$ cat src/rtl/rob_if.sv
// Reorder buffer bus: dispatch allocation, result writeback, operand lookup,
// in-order commit and mispredict recovery, bundled for one connection.
interface rob_if #(
  parameter int ROB_ID_WIDTH = 4
);
  logic                    alloc_valid;
  logic [4:0]              alloc_rd;
  logic                    alloc_ready;
  logic [ROB_ID_WIDTH-1:0] alloc_rob_id;

  logic                    cdb_valid;
  logic [ROB_ID_WIDTH-1:0] cdb_rob_id;
  logic [31:0]             cdb_value;
  logic                    cdb_mispredict;
  logic [31:0]             cdb_redirect_pc;

  logic [ROB_ID_WIDTH-1:0] q1_rob_id;
  logic [ROB_ID_WIDTH-1:0] q2_rob_id;
  logic                    q1_ready;
  logic                    q2_ready;
  logic [31:0]             q1_value;
  logic [31:0]             q2_value;

  logic                    commit_we;
  logic [4:0]              commit_addr;
  logic [ROB_ID_WIDTH-1:0] commit_rob_id;
  logic [31:0]             commit_value;

  logic                    flush;
  logic [31:0]             redirect_pc;

  modport master (
    output alloc_valid, alloc_rd,
    output cdb_valid, cdb_rob_id, cdb_value, cdb_mispredict, cdb_redirect_pc,
    output q1_rob_id, q2_rob_id,
    input  alloc_ready, alloc_rob_id,
    input  q1_ready, q2_ready, q1_value, q2_value,
    input  commit_we, commit_addr, commit_rob_id, commit_value,
    input  flush, redirect_pc
  );

  modport slave (
    input  alloc_valid, alloc_rd,
    input  cdb_valid, cdb_rob_id, cdb_value, cdb_mispredict, cdb_redirect_pc,
    input  q1_rob_id, q2_rob_id,
    output alloc_ready, alloc_rob_id,
    output q1_ready, q2_ready, q1_value, q2_value,
    output commit_we, commit_addr, commit_rob_id, commit_value,
    output flush, redirect_pc
  );
endinterface

$ cat src/rtl/rob.sv
// Reorder buffer: circular queue of in-flight results, retired in program
// order one per cycle; a mispredicting head commits and then flushes everything.
module rob #(
  parameter int ROB_DEPTH    = 16,
  parameter int ROB_ID_WIDTH = 4
) (
  input  logic clk,
  input  logic rst,
  rob_if.slave bus
);
  localparam logic [ROB_ID_WIDTH:0] FULL = (ROB_ID_WIDTH+1)'(ROB_DEPTH);

  logic [ROB_ID_WIDTH-1:0] head;
  logic [ROB_ID_WIDTH-1:0] tail;
  logic [ROB_ID_WIDTH:0]   count;

  logic [ROB_DEPTH-1:0] busy;
  logic [ROB_DEPTH-1:0] rdy;
  logic [ROB_DEPTH-1:0] mispred;
  logic [4:0]           rd_q  [ROB_DEPTH];
  logic [31:0]          val_q [ROB_DEPTH];
  logic [31:0]          rpc_q [ROB_DEPTH];

  logic alloc_ok;
  logic do_alloc;
  logic do_wb;
  logic do_commit;
  logic do_flush;

  // Commit is decided from registered head state only, so a result written
  // back this cycle cannot retire before the next one.
  assign do_commit = (count != '0) && rdy[head];
  assign do_flush  = do_commit && mispred[head];
  assign alloc_ok  = (count != FULL) && !do_flush;
  assign do_alloc  = bus.alloc_valid && alloc_ok;
  assign do_wb     = bus.cdb_valid && busy[bus.cdb_rob_id];

  assign bus.alloc_ready  = alloc_ok;
  assign bus.alloc_rob_id = tail;

  // Pointer, occupancy and per-entry status bits; flush wins over all else.
  always_ff @(posedge clk or posedge rst) begin
    if (rst) begin
      head    <= '0;
      tail    <= '0;
      count   <= '0;
      busy    <= '0;
      rdy     <= '0;
      mispred <= '0;
    end else if (do_flush) begin
      head    <= '0;
      tail    <= '0;
      count   <= '0;
      busy    <= '0;
      rdy     <= '0;
      mispred <= '0;
    end else begin
      if (do_alloc) begin
        busy[tail]    <= 1'b1;
        rdy[tail]     <= 1'b0;
        mispred[tail] <= 1'b0;
        tail          <= tail + 1'b1;
      end
      if (do_wb) begin
        rdy[bus.cdb_rob_id]     <= 1'b1;
        mispred[bus.cdb_rob_id] <= bus.cdb_mispredict;
      end
      // Placed last so a redundant writeback to the retiring head cannot
      // leave a stale ready bit behind.
      if (do_commit) begin
        busy[head] <= 1'b0;
        rdy[head]  <= 1'b0;
        head       <= head + 1'b1;
      end
      if (do_alloc && !do_commit) begin
        count <= count + 1'b1;
      end else if (!do_alloc && do_commit) begin
        count <= count - 1'b1;
      end
    end
  end

  // Payload storage; only meaningful while the matching status bits say so.
  always_ff @(posedge clk) begin
    if (do_alloc) begin
      rd_q[tail] <= bus.alloc_rd;
    end
    if (do_wb) begin
      val_q[bus.cdb_rob_id] <= bus.cdb_value;
      rpc_q[bus.cdb_rob_id] <= bus.cdb_redirect_pc;
    end
  end

  // Operand lookup with same-cycle writeback forwarding.
  always_comb begin
    bus.q1_ready = rdy[bus.q1_rob_id];
    bus.q1_value = val_q[bus.q1_rob_id];
    bus.q2_ready = rdy[bus.q2_rob_id];
    bus.q2_value = val_q[bus.q2_rob_id];
    if (bus.cdb_valid && (bus.cdb_rob_id == bus.q1_rob_id)) begin
      bus.q1_ready = 1'b1;
      bus.q1_value = bus.cdb_value;
    end
    if (bus.cdb_valid && (bus.cdb_rob_id == bus.q2_rob_id)) begin
      bus.q2_ready = 1'b1;
      bus.q2_value = bus.cdb_value;
    end
  end

  // Commit and recovery outputs, forced to zero when nothing retires.
  always_comb begin
    bus.commit_we     = 1'b0;
    bus.commit_addr   = '0;
    bus.commit_rob_id = '0;
    bus.commit_value  = '0;
    bus.flush         = 1'b0;
    bus.redirect_pc   = '0;
    if (do_commit) begin
      bus.commit_we     = 1'b1;
      bus.commit_addr   = rd_q[head];
      bus.commit_rob_id = head;
      bus.commit_value  = val_q[head];
    end
    if (do_flush) begin
      bus.flush       = 1'b1;
      bus.redirect_pc = rpc_q[head];
    end
  end
endmodule

$ cat src/flat_wrapper.sv
// flat-port wrapper written by rule: the top's interface ports become plain ports
module rob_flat 
#(
  parameter int ROB_DEPTH    = 16,
  parameter int ROB_ID_WIDTH = 4
)
  (clk, rst, bus_alloc_valid, bus_alloc_rd, bus_cdb_valid, bus_cdb_rob_id, bus_cdb_value, bus_cdb_mispredict, bus_cdb_redirect_pc, bus_q1_rob_id, bus_q2_rob_id, bus_alloc_ready, bus_alloc_rob_id, bus_q1_ready, bus_q2_ready, bus_q1_value, bus_q2_value, bus_commit_we, bus_commit_addr, bus_commit_rob_id, bus_commit_value, bus_flush, bus_redirect_pc);
  rob_if #(.ROB_ID_WIDTH(ROB_ID_WIDTH)) bus_i ();
  input  logic clk;
  input  logic rst;
  input wire logic [$bits(bus_i.alloc_valid)-1:0] bus_alloc_valid;
  input wire logic [$bits(bus_i.alloc_rd)-1:0] bus_alloc_rd;
  input wire logic [$bits(bus_i.cdb_valid)-1:0] bus_cdb_valid;
  input wire logic [$bits(bus_i.cdb_rob_id)-1:0] bus_cdb_rob_id;
  input wire logic [$bits(bus_i.cdb_value)-1:0] bus_cdb_value;
  input wire logic [$bits(bus_i.cdb_mispredict)-1:0] bus_cdb_mispredict;
  input wire logic [$bits(bus_i.cdb_redirect_pc)-1:0] bus_cdb_redirect_pc;
  input wire logic [$bits(bus_i.q1_rob_id)-1:0] bus_q1_rob_id;
  input wire logic [$bits(bus_i.q2_rob_id)-1:0] bus_q2_rob_id;
  output wire logic [$bits(bus_i.alloc_ready)-1:0] bus_alloc_ready;
  output wire logic [$bits(bus_i.alloc_rob_id)-1:0] bus_alloc_rob_id;
  output wire logic [$bits(bus_i.q1_ready)-1:0] bus_q1_ready;
  output wire logic [$bits(bus_i.q2_ready)-1:0] bus_q2_ready;
  output wire logic [$bits(bus_i.q1_value)-1:0] bus_q1_value;
  output wire logic [$bits(bus_i.q2_value)-1:0] bus_q2_value;
  output wire logic [$bits(bus_i.commit_we)-1:0] bus_commit_we;
  output wire logic [$bits(bus_i.commit_addr)-1:0] bus_commit_addr;
  output wire logic [$bits(bus_i.commit_rob_id)-1:0] bus_commit_rob_id;
  output wire logic [$bits(bus_i.commit_value)-1:0] bus_commit_value;
  output wire logic [$bits(bus_i.flush)-1:0] bus_flush;
  output wire logic [$bits(bus_i.redirect_pc)-1:0] bus_redirect_pc;
  assign bus_i.alloc_valid = bus_alloc_valid;
  assign bus_i.alloc_rd = bus_alloc_rd;
  assign bus_i.cdb_valid = bus_cdb_valid;
  assign bus_i.cdb_rob_id = bus_cdb_rob_id;
  assign bus_i.cdb_value = bus_cdb_value;
  assign bus_i.cdb_mispredict = bus_cdb_mispredict;
  assign bus_i.cdb_redirect_pc = bus_cdb_redirect_pc;
  assign bus_i.q1_rob_id = bus_q1_rob_id;
  assign bus_i.q2_rob_id = bus_q2_rob_id;
  assign bus_alloc_ready = bus_i.alloc_ready;
  assign bus_alloc_rob_id = bus_i.alloc_rob_id;
  assign bus_q1_ready = bus_i.q1_ready;
  assign bus_q2_ready = bus_i.q2_ready;
  assign bus_q1_value = bus_i.q1_value;
  assign bus_q2_value = bus_i.q2_value;
  assign bus_commit_we = bus_i.commit_we;
  assign bus_commit_addr = bus_i.commit_addr;
  assign bus_commit_rob_id = bus_i.commit_rob_id;
  assign bus_commit_value = bus_i.commit_value;
  assign bus_flush = bus_i.flush;
  assign bus_redirect_pc = bus_i.redirect_pc;
  rob #(.ROB_DEPTH(ROB_DEPTH), .ROB_ID_WIDTH(ROB_ID_WIDTH)) u_core (.clk(clk), .rst(rst), .bus(bus_i));
endmodule
$ cat config.mk
export PLATFORM = sky130hd
export DESIGN_NAME = rob_flat
export DESIGN_NICKNAME = d
export VERILOG_FILES = /design/src/rtl/rob_if.sv /design/src/rtl/rob.sv /design/src/flat_wrapper.sv
export SDC_FILE = /design/constraint.sdc
export NUM_CORES = 2
export LEC_CHECK = 0
export CORE_MARGIN = 2
export CORE_UTILIZATION = 65
export CTS_CLUSTER_DIAMETER = 100
export DETAILED_ROUTE_END_ITERATION = 7
export PLACE_DENSITY_LB_ADDON = 0.12
export SETUP_SLACK_MARGIN = 0.15
export SLEW_MARGIN = 20
export SYNTH_ARGS = -nofsm -noshare
export SYNTH_HDL_FRONTEND = slang
export SYNTH_SLANG_ARGS = --single-unit
$ cat constraint.sdc
create_clock -name clk -period 14.3 [get_ports clk]
set_clock_uncertainty 0.05 [all_clocks]
set_input_delay 3.575 -clock clk [delete_from_list [all_inputs] [get_ports clk]]
set_output_delay 3.575 -clock clk [all_outputs]
set_load 0.01 [all_outputs]
==> impl_metrics.toml <==
[logic_synthesis]
ys.flop_type = "edfxtp_1"
synth_top_area_share_pct = 61.3
synthDistinctLibCells = 51
async_flop_share_pct = 5.24
synth_area_sq_mm = 0.0541
synth_edf_count = 1104
yosys_warnings = 0
syn_nets = 2580
syn_area_per_cell_sq_um = 21.8
synth_seq_cells = 1165
synth_top_area_cell = "edfxtp_1"
synth_area_leaders = "edfxtp_1 (61%), mux4_2 (28%), dfrtp_1 (2.8%), mux2_2 (1.3%), buf_2 (0.59%)"
netlist_instances = 2480
ys_seq_area_share_pct = 64.1

[cells_and_area]
mostFrequentLayoutCells = "edfxtp_1 (1104), mux4_2 (678), clkdlybuf4s50_1 (223)"
final_common_cell = "edfxtp_1"
finalInstanceArea_sq_mm = 0.0612
drive_above_1_share_pct = 36.8
layout.nets = 2802
synthToLayoutAreaGrowth_pct = 13.1
instances_no_fill = 3871
post-route-util_pct = 74.4

[floorplan]
dieArea_sq_mm = 0.0855
chipWidth_um = 292
die_h_um = 292
core_sq_mm = 0.0822
rows = 105
initial_core_util_pct = 65.8
ios = 232

[sta]
fmax_mhz = 93.9
fin_setup_tns_ns = 0
setup_viol = 0
rsz0062_at_grt = "no"
relSlewSlack_pct = 22.2
worst_pin_slew_ns = 1.17
post-route-period-util_pct = 74.5
maxSlewViolCount = 0
finalHoldViolations = 0
worst_slack_ns = 3.65
final.min_clock_period_ns = 10.65

[drt]
remaining_drc_errors = 0
vias_per_cell = 7.53
drt_iter0_drc = 3736
wirelength_um = 139000
postRouteAntennaNets = 0
wl_per_cell_um = 35.9
num_vias = 29100
dr.pass1.iters = 6

[placed_design]
dp.cells = 3656
gp_congestion = 0.868
placed_area_sq_mm = 0.0574
pre_cts_slack_ns = 3.58
hpwl_um = 70900
place.port_buffers = 231

[global_route]
grt-ovfl-total = 0
grt_pass1_vias = 30700
grt_max_degree = 121
grt_pass1_wl_um = 205000
antenna_found_initial = 12
grt_usage_pct = 33.4

[critical_path]
reg2reg_slack_ns = 8.29
r2r-end = "u_core.count[4]$_DFFE_PP0P_"
r2r_start = "u_core.head[1]$_DFFE_PP0P_"
startpoint_type = "primary input"
rr_worst_depth = 16
critPathRequiredTime_ns = 10.68
cp-end-kind = "output pin"
endpoint = "bus_q1_value[22]"
crit_type = "in2out"
critPathArrivalTime_ns = 7.02
crit_start = "bus_q1_rob_id[0]"
critPathMaxFanout = 57

[cts]
cts_root_buf = "clkbuf_16"
cts-htree-levels = 3
cts_resized = 0
clockBufferDepth = 3
cts_buffers = 112
clkTransAtPathRegs_ns = 0.06
cts_tree = "done"
cts_setup_buffers = 0
insertion_delay_ns = 0.70
cts.sinks = 1165
cts_hold_buf = 0

[pwr]
p_per_area_mw_per_mm2 = 159
power_leakage_uw = 0.0191
irDropWorstVdd_v = 0.000149
clkPwrFrac_pct = 30.5
internal_power_uw = 6980
pwr-share-seq_pct = 41.5
p_comb_share_pct = 28.0
power.share.switching_pct = 28.4
power_switching_uw = 2770

[min_path]
hold_path_class = "reg2reg"
whs_path_depth = 1

[job]
drv_cap = 0

[outcome]
outcome = "finished clean"
-- sequential cells by signal, indices dropped and copies added, names as in the netlist --
signal	cells
u_core.bus.alloc_rob_id	4
u_core.busy	16
u_core.count	5
u_core.head	4
u_core.mispred	16
u_core.rd_q	80
u_core.rdy	16
u_core.rpc_q	512
u_core.val_q	512
-- synthesized netlist by cell type (6+ instances only) --
master / number
buf_1: 30
nor4_1: 17
buf_4: 12
nand3_1: 31
nor2_1: 32
o32ai_1: 16
a22oi_1: 7
xor2_1: 7
buf_6: 12
o21ba_2: 16
clkbuf_1: 71
nand2_1: 37
a21oi_1: 20
edfxtp_1: 1104
nor2b_1: 38
and2_1: 39
mux4_2: 678
inv_1: 27
mux2i_1: 20
buf_2: 64
dfrtp_1: 61
a211oi_1: 16
xnor2_1: 6
mux2_2: 64
ha_1: 13
-- area by class of cell --
type	count	area (sq um)
diodes	6	15.0
well taps	1070	1340
flip-flops and latches	1165	34700
multi-input cells	1098	18400
fillers	4474	21100
repair buffers	297	2860
inverters	28	140
clock inverters	62	713
clock buffers	145	3000
-- power by group through the flow --
| stage | logic, uW | registers, uW | clock network (uW) |
|---|---|---|---|
| after floorplan | 1940 | 3990 | 0 |
| after global placement | 2660 | 4120 | 0 |
| after detailed placement | 2690 | 4130 | 0 |
| after CTS | 2720 | 4060 | 3010 |
| after global routing | 2900 | 4060 | 3130 |
| final | 2730 | 4050 | 2980 |
-- worst max-delay path, cell delays in order --
cell and delay (ns):
clkbuf_8 0.60, buf_4 0.84, mux4_2 0.61, mux4_2 0.52, mux2_2 0.29, clkdlybuf4s50_1 0.48
-- per-layer routing --
metal / vias up / global-route usage [%] / wire length [um] / part of all wire (%)
met5: - / 0 / 71 / 0.051
met1: 15400 / 45.0 / 48200 / 35
met2: 2042 / 54.8 / 70400 / 51
met4: 10 / 13.1 / 5620 / 4.0
li1: 11300 / - / - / -
met3: 395 / 7.16 / 14800 / 11
-- cell families after synthesis --
family,synth area share [%]
muxes,29.9
xor gates and xnor gates,0.211
AOI/OAI and AO/OA,1.26
adders and majority gates,0.338
DFF,64.1
and+or+nand+nor,2.23
buffers and inverters,1.90
-- worst min path at each step --
| stage | from | end | slack [ns] |
|---|---|---|---|
| after floorplan | u_core.busy[10]$_DFF_PP0_ | u_core.busy[10]$_DFF_PP0_ | 0.43 |
| after global placement | u_core.busy[1]$_DFF_PP0_ | u_core.busy[1]$_DFF_PP0_ | 0.43 |
| after detailed placement | u_core.busy[7]$_DFF_PP0_ | u_core.busy[7]$_DFF_PP0_ | 0.45 |
| after CTS | u_core.busy[11]$_DFF_PP0_ | u_core.busy[11]$_DFF_PP0_ | 0.46 |
| after global routing | u_core.busy[14]$_DFF_PP0_ | u_core.busy[14]$_DFF_PP0_ | 0.49 |
| final | u_core.busy[11]$_DFF_PP0_ | u_core.busy[11]$_DFF_PP0_ | 0.46 |
-- through the flow --
| stage | total power, uW | hold slack, ns |
|---|---|---|
| floorplan | 5930 | 0.426 |
| finish | 9760 | 0.462 |
| global placement | 6770 | 0.434 |
| global route | 10100 | 0.488 |
| CTS | 9780 | 0.464 |
| detailed placement | 6820 | 0.451 |
Power figures use the tool's default switching activity.
==> RTL edit 1 (config.mk and constraints unchanged) <==
`ROB_DEPTH` is set to 16 in 2 places; all go to 32.
--- a/src/rtl/rob.sv
+++ b/src/rtl/rob.sv
@@ -1,7 +1,7 @@
 // Reorder buffer: circular queue of in-flight results, retired in program
 // order one per cycle; a mispredicting head commits and then flushes everything.
 module rob #(
-  parameter int ROB_DEPTH    = 16,
+  parameter int ROB_DEPTH    = 32,
   parameter int ROB_ID_WIDTH = 4
 ) (
   input  logic clk,
--- a/src/flat_wrapper.sv
+++ b/src/flat_wrapper.sv
@@ -1,7 +1,7 @@
 // flat-port wrapper written by rule: the top's interface ports become plain ports
 module rob_flat 
 #(
-  parameter int ROB_DEPTH    = 16,
+  parameter int ROB_DEPTH    = 32,
   parameter int ROB_ID_WIDTH = 4
 )
   (clk, rst, bus_alloc_valid, bus_alloc_rd, bus_cdb_valid, bus_cdb_rob_id, bus_cdb_value, bus_cdb_mispredict, bus_cdb_redirect_pc, bus_q1_rob_id, bus_q2_rob_id, bus_alloc_ready, bus_alloc_rob_id, bus_q1_ready, bus_q2_ready, bus_q1_value, bus_q2_value, bus_commit_we, bus_commit_addr, bus_commit_rob_id, bus_commit_value, bus_flush, bus_redirect_pc);
Behaviour: not the same (a bounded check fails within 4 cycles, from zero or initial values and one cycle with rst high).
==> RTL edit 1 against the unedited design <==
- critical path depth stayed put
- power is 1.9% higher
- non-clock buffer count is 20 lower
- core utilization is 0.10 points higher
- largest cell class unchanged
- critical endpoint is now bus_q1_value[14]
- sequential cell count stayed put
- critical path type unchanged
- setup slack better by 140 ps
- global-route usage is 0.061 points higher
- wire length is 0.11% lower
- cell area hardly changed
- area after synthesis is 0.17% lower
- synthesized cell count is 1.3% lower
- sequential share of layout area hardly changed
==> RTL edit 1: results (changes against the unedited design) <==
| Metric | Value |
|---|---|
| Post-DP Area | `57300 sq um (was 57400 sq um)` |
| Non-Clock Inverter Count | `25 (was 28)` |
| Fraction of layout cells with a size suffix above 1 | `0.373 (was 0.368)` |
| Nets | `2752 (was 2802)` |
| Area contributors post-synth | `edfxtp_1, mux4_2, dfrtp_1 (unchanged)` |
| Clk cell area share | `0.0634 (was 0.0607)` |
| Area of the multi-input gates | `18400 sq um (about the same)` |
| Drt pass-1 iters | `5 (was 6)` |
| Synth unique cells | `43 (was 51)` |
| Pre-CTS setup slack | `3730 ps (was 3580 ps)` |
| WL final | `139000 um (about the same)` |
| Synthesized-area fraction occupied by adder cells | `0.00338 (about the same)` |
| Avg Vias per Cell | `7.56 (was 7.53)` |
| Maximum vdd drop | `0.152 mV (was 0.149 mV)` |
| Ant diodes | `8 (was 6)` |
| Synthesized Nets | `2547 (was 2580)` |
| Number of global-route vias before repair | `30000 (was 30700)` |
| Gr usage total | `0.335 (was 0.334)` |
| Met3 WL post-DR | `14200 um (was 14800 um)` |
| FFs & Latches | `1165 (unchanged)` |
| Dpl cells | `3607 (was 3656)` |
| Metal2 WL | `71700 um (was 70400 um)` |
| Std-Cell Core Area | `82100 sq um (was 82200 sq um)` |
| Rel. slew slack | `0.262 (was 0.222)` |
| Clock Latency Late Sink | `720 ps (was 700 ps)` |
| Met3 GRT Util | `0.0568 (was 0.0716)` |
| Fillcell total | `4419 (was 4474)` |
| Routability cong. | `0.867 (was 0.868)` |
| Status | `finished, final reports clean (unchanged)` |
| Post-synthesis mux area share | `0.300 (was 0.299)` |
| Detail Placement HPWL | `72200 um (was 70900 um)` |
| Met1 GRT Util | `0.452 (was 0.450)` |
| Register area share after synthesis | `0.642 (was 0.641)` |
| Iter 0 DRT Violations | `3683 (was 3736)` |
| Num CTS Buffers | `113 (was 112)` |
| Fin cells | `3829 (was 3871)` |
| Largest net degree at the start of global routing | `159 (was 121)` |
| M1 WL | `47600 um (was 48200 um)` |
| Fraction of area in registers | `0.567 (about the same)` |
| Met2 GRT Util | `0.554 (was 0.548)` |
| Crit path arrival time | `6890 ps (was 7020 ps)` |
| First-pass GRT wire length | `205000 um (about the same)` |
| Antenna violations before repair | `11 (was 12)` |
| XOR/XNOR Fraction of Synth Area | `0.00195 (was 0.00211)` |
## RTL edit 1: cell count changes after synthesis, moves of 17 or more
cell and change:
nand2_1 -18, and3_1 +33, o22ai_1 +27, a21oi_1 +17, nor4_1 -17, nor2b_1 -34, clkbuf_1 +17
## RTL edit 1: final timing paths
check                                      start                          to  slack, ps  depth (start not counted)
min in group asynchronous                    rst  u_core.bus.alloc_rob_id[3]       3330                          3
max in group asynchronous                    rst              u_core.head[0]      10210                          3
worst min register to register   u_core.busy[12]             u_core.busy[12]        450                          1
worst max-delay path            bus_q1_rob_id[0]            bus_q1_value[14]       3790                          6
worst min-delay path             u_core.busy[12]             u_core.busy[12]        450                          1
worst max register to register    u_core.head[1]             u_core.count[4]       7800                         15
## RTL edit 1: power by group
group	leakage (uW)	switching (uW)	internal, uW	total, uW
combinational	0.00669	1350	1430	2780
sequential	0.0107	190	3890	4080
clock	0.00187	1320	1760	3080
total	0.0193	2860	7080	9940
==> RTL edit 2 (config.mk and constraints unchanged) <==
Without the edit above. Reset style: synchronous (`rst`), changed in one clocked block.
--- a/src/rtl/rob.sv
+++ b/src/rtl/rob.sv
@@ -39,7 +39,7 @@
   assign bus.alloc_rob_id = tail;
 
   // Pointer, occupancy and per-entry status bits; flush wins over all else.
-  always_ff @(posedge clk or posedge rst) begin
+  always_ff @(posedge clk) begin
     if (rst) begin
       head    <= '0;
       tail    <= '0;
Formal check against the unedited RTL: differs if rst is asserted again (counterexample within 4 cycles, from zero or initial values and one cycle with rst high); with rst held inactive, the same outputs for 4 cycles.
==> RTL edit 2 against the unedited design <==
- non-clock buffer count down 8
- synthesized cell count up 1.4%
- maximum frequency increased by 0.52%
- cell area is 0.16% lower
- sequential cell count increased by 4
- area after synthesis shrank 0.18%
- setup slack better by 55 ps
- via count is 1.4% higher
- register-to-register slack better by 2400 ps
- wire length up 1.8%
Power is not compared: it rests on default switching activity, and its combinational part moved more than twofold at a synthesized area within 25%.
==> RTL edit 2: results (changes against the unedited design) <==
| Metric | Value |
|---|---|
| Status | `finished, final reports clean (unchanged)` |
| R2r worst-path depth | `15 (was 16)` |
| Met3 GRT Util | `0.0671 (was 0.0716)` |
| XOR/XNOR Fraction of Synth Area | `0.00211 (about the same)` |
| Largest net degree at the start of global routing | `125 (was 121)` |
| Async SR Flop Fraction | `0 (was 0.0524)` |
| First-pass GRT wire length | `208000 um (was 205000 um)` |
| Routability cong. | `0.913 (was 0.868)` |
| Number of global-route vias before repair | `30500 (was 30700)` |
| Synthesized Nets | `2615 (was 2580)` |
| Met1 GRT Util | `0.458 (was 0.450)` |
| Clock Latency Late Sink | `720 ps (was 700 ps)` |
| Iter 0 DRT Violations | `3903 (was 3736)` |
| Nets | `2826 (was 2802)` |
| Register area share after synthesis | `0.638 (was 0.641)` |
| Post-synthesis compound-gate area fraction | `0.0179 (was 0.0126)` |
| Fillcell total | `4470 (was 4474)` |
| Fin cells | `3890 (was 3871)` |
| Max Fanout on Critical Path | `85 (was 57)` |
| Post-DP Area | `57200 sq um (was 57400 sq um)` |
| Via Count | `29500 (was 29100)` |
| M1 WL | `49700 um (was 48200 um)` |
| Metal2 WL | `72500 um (was 70400 um)` |
| Commonest cells post-synth | `edfxtp_1, mux4_2, clkbuf_1 (unchanged)` |
| Pre-CTS setup slack | `3740 ps (was 3580 ps)` |
| Synth unique cells | `55 (was 51)` |
| Fraction of layout cells with a size suffix above 1 | `0.359 (was 0.368)` |
| WL final | `142000 um (was 139000 um)` |
==> RTL edit 2: layout make-up <==
| cell class | instances | area, sq um | share of cell area |
|---|---|---|---|
| Tap cell | 1070 | 1340 | 0.0219 |
| Clock inverter | 70 | 822 | 0.0135 |
| Inverter | 28 | 148 | 0.00242 |
| Clock buffer | 137 | 3000 | 0.0491 |
| Multi-Input combinational cell | 1123 | 18500 | 0.303 |
| Timing Repair Buffer | 289 | 2790 | 0.0457 |
| Sequential cell | 1169 | 34500 | 0.564 |
| Antenna cell | 4 | 10.0 | 0.000164 |
==> RTL edit 2: path summary, 6_finish.rpt <==
kind,startpoint,end,slack (ps)
worst max-delay path,bus_q2_rob_id[1],bus_q2_value[28],3710
worst min-delay path,u_core.mispred[5],u_core.mispred[5],410
worst max register to register,u_core.head[1],u_core.count[4],10710
worst min register to register,u_core.mispred[5],u_core.mispred[5],410
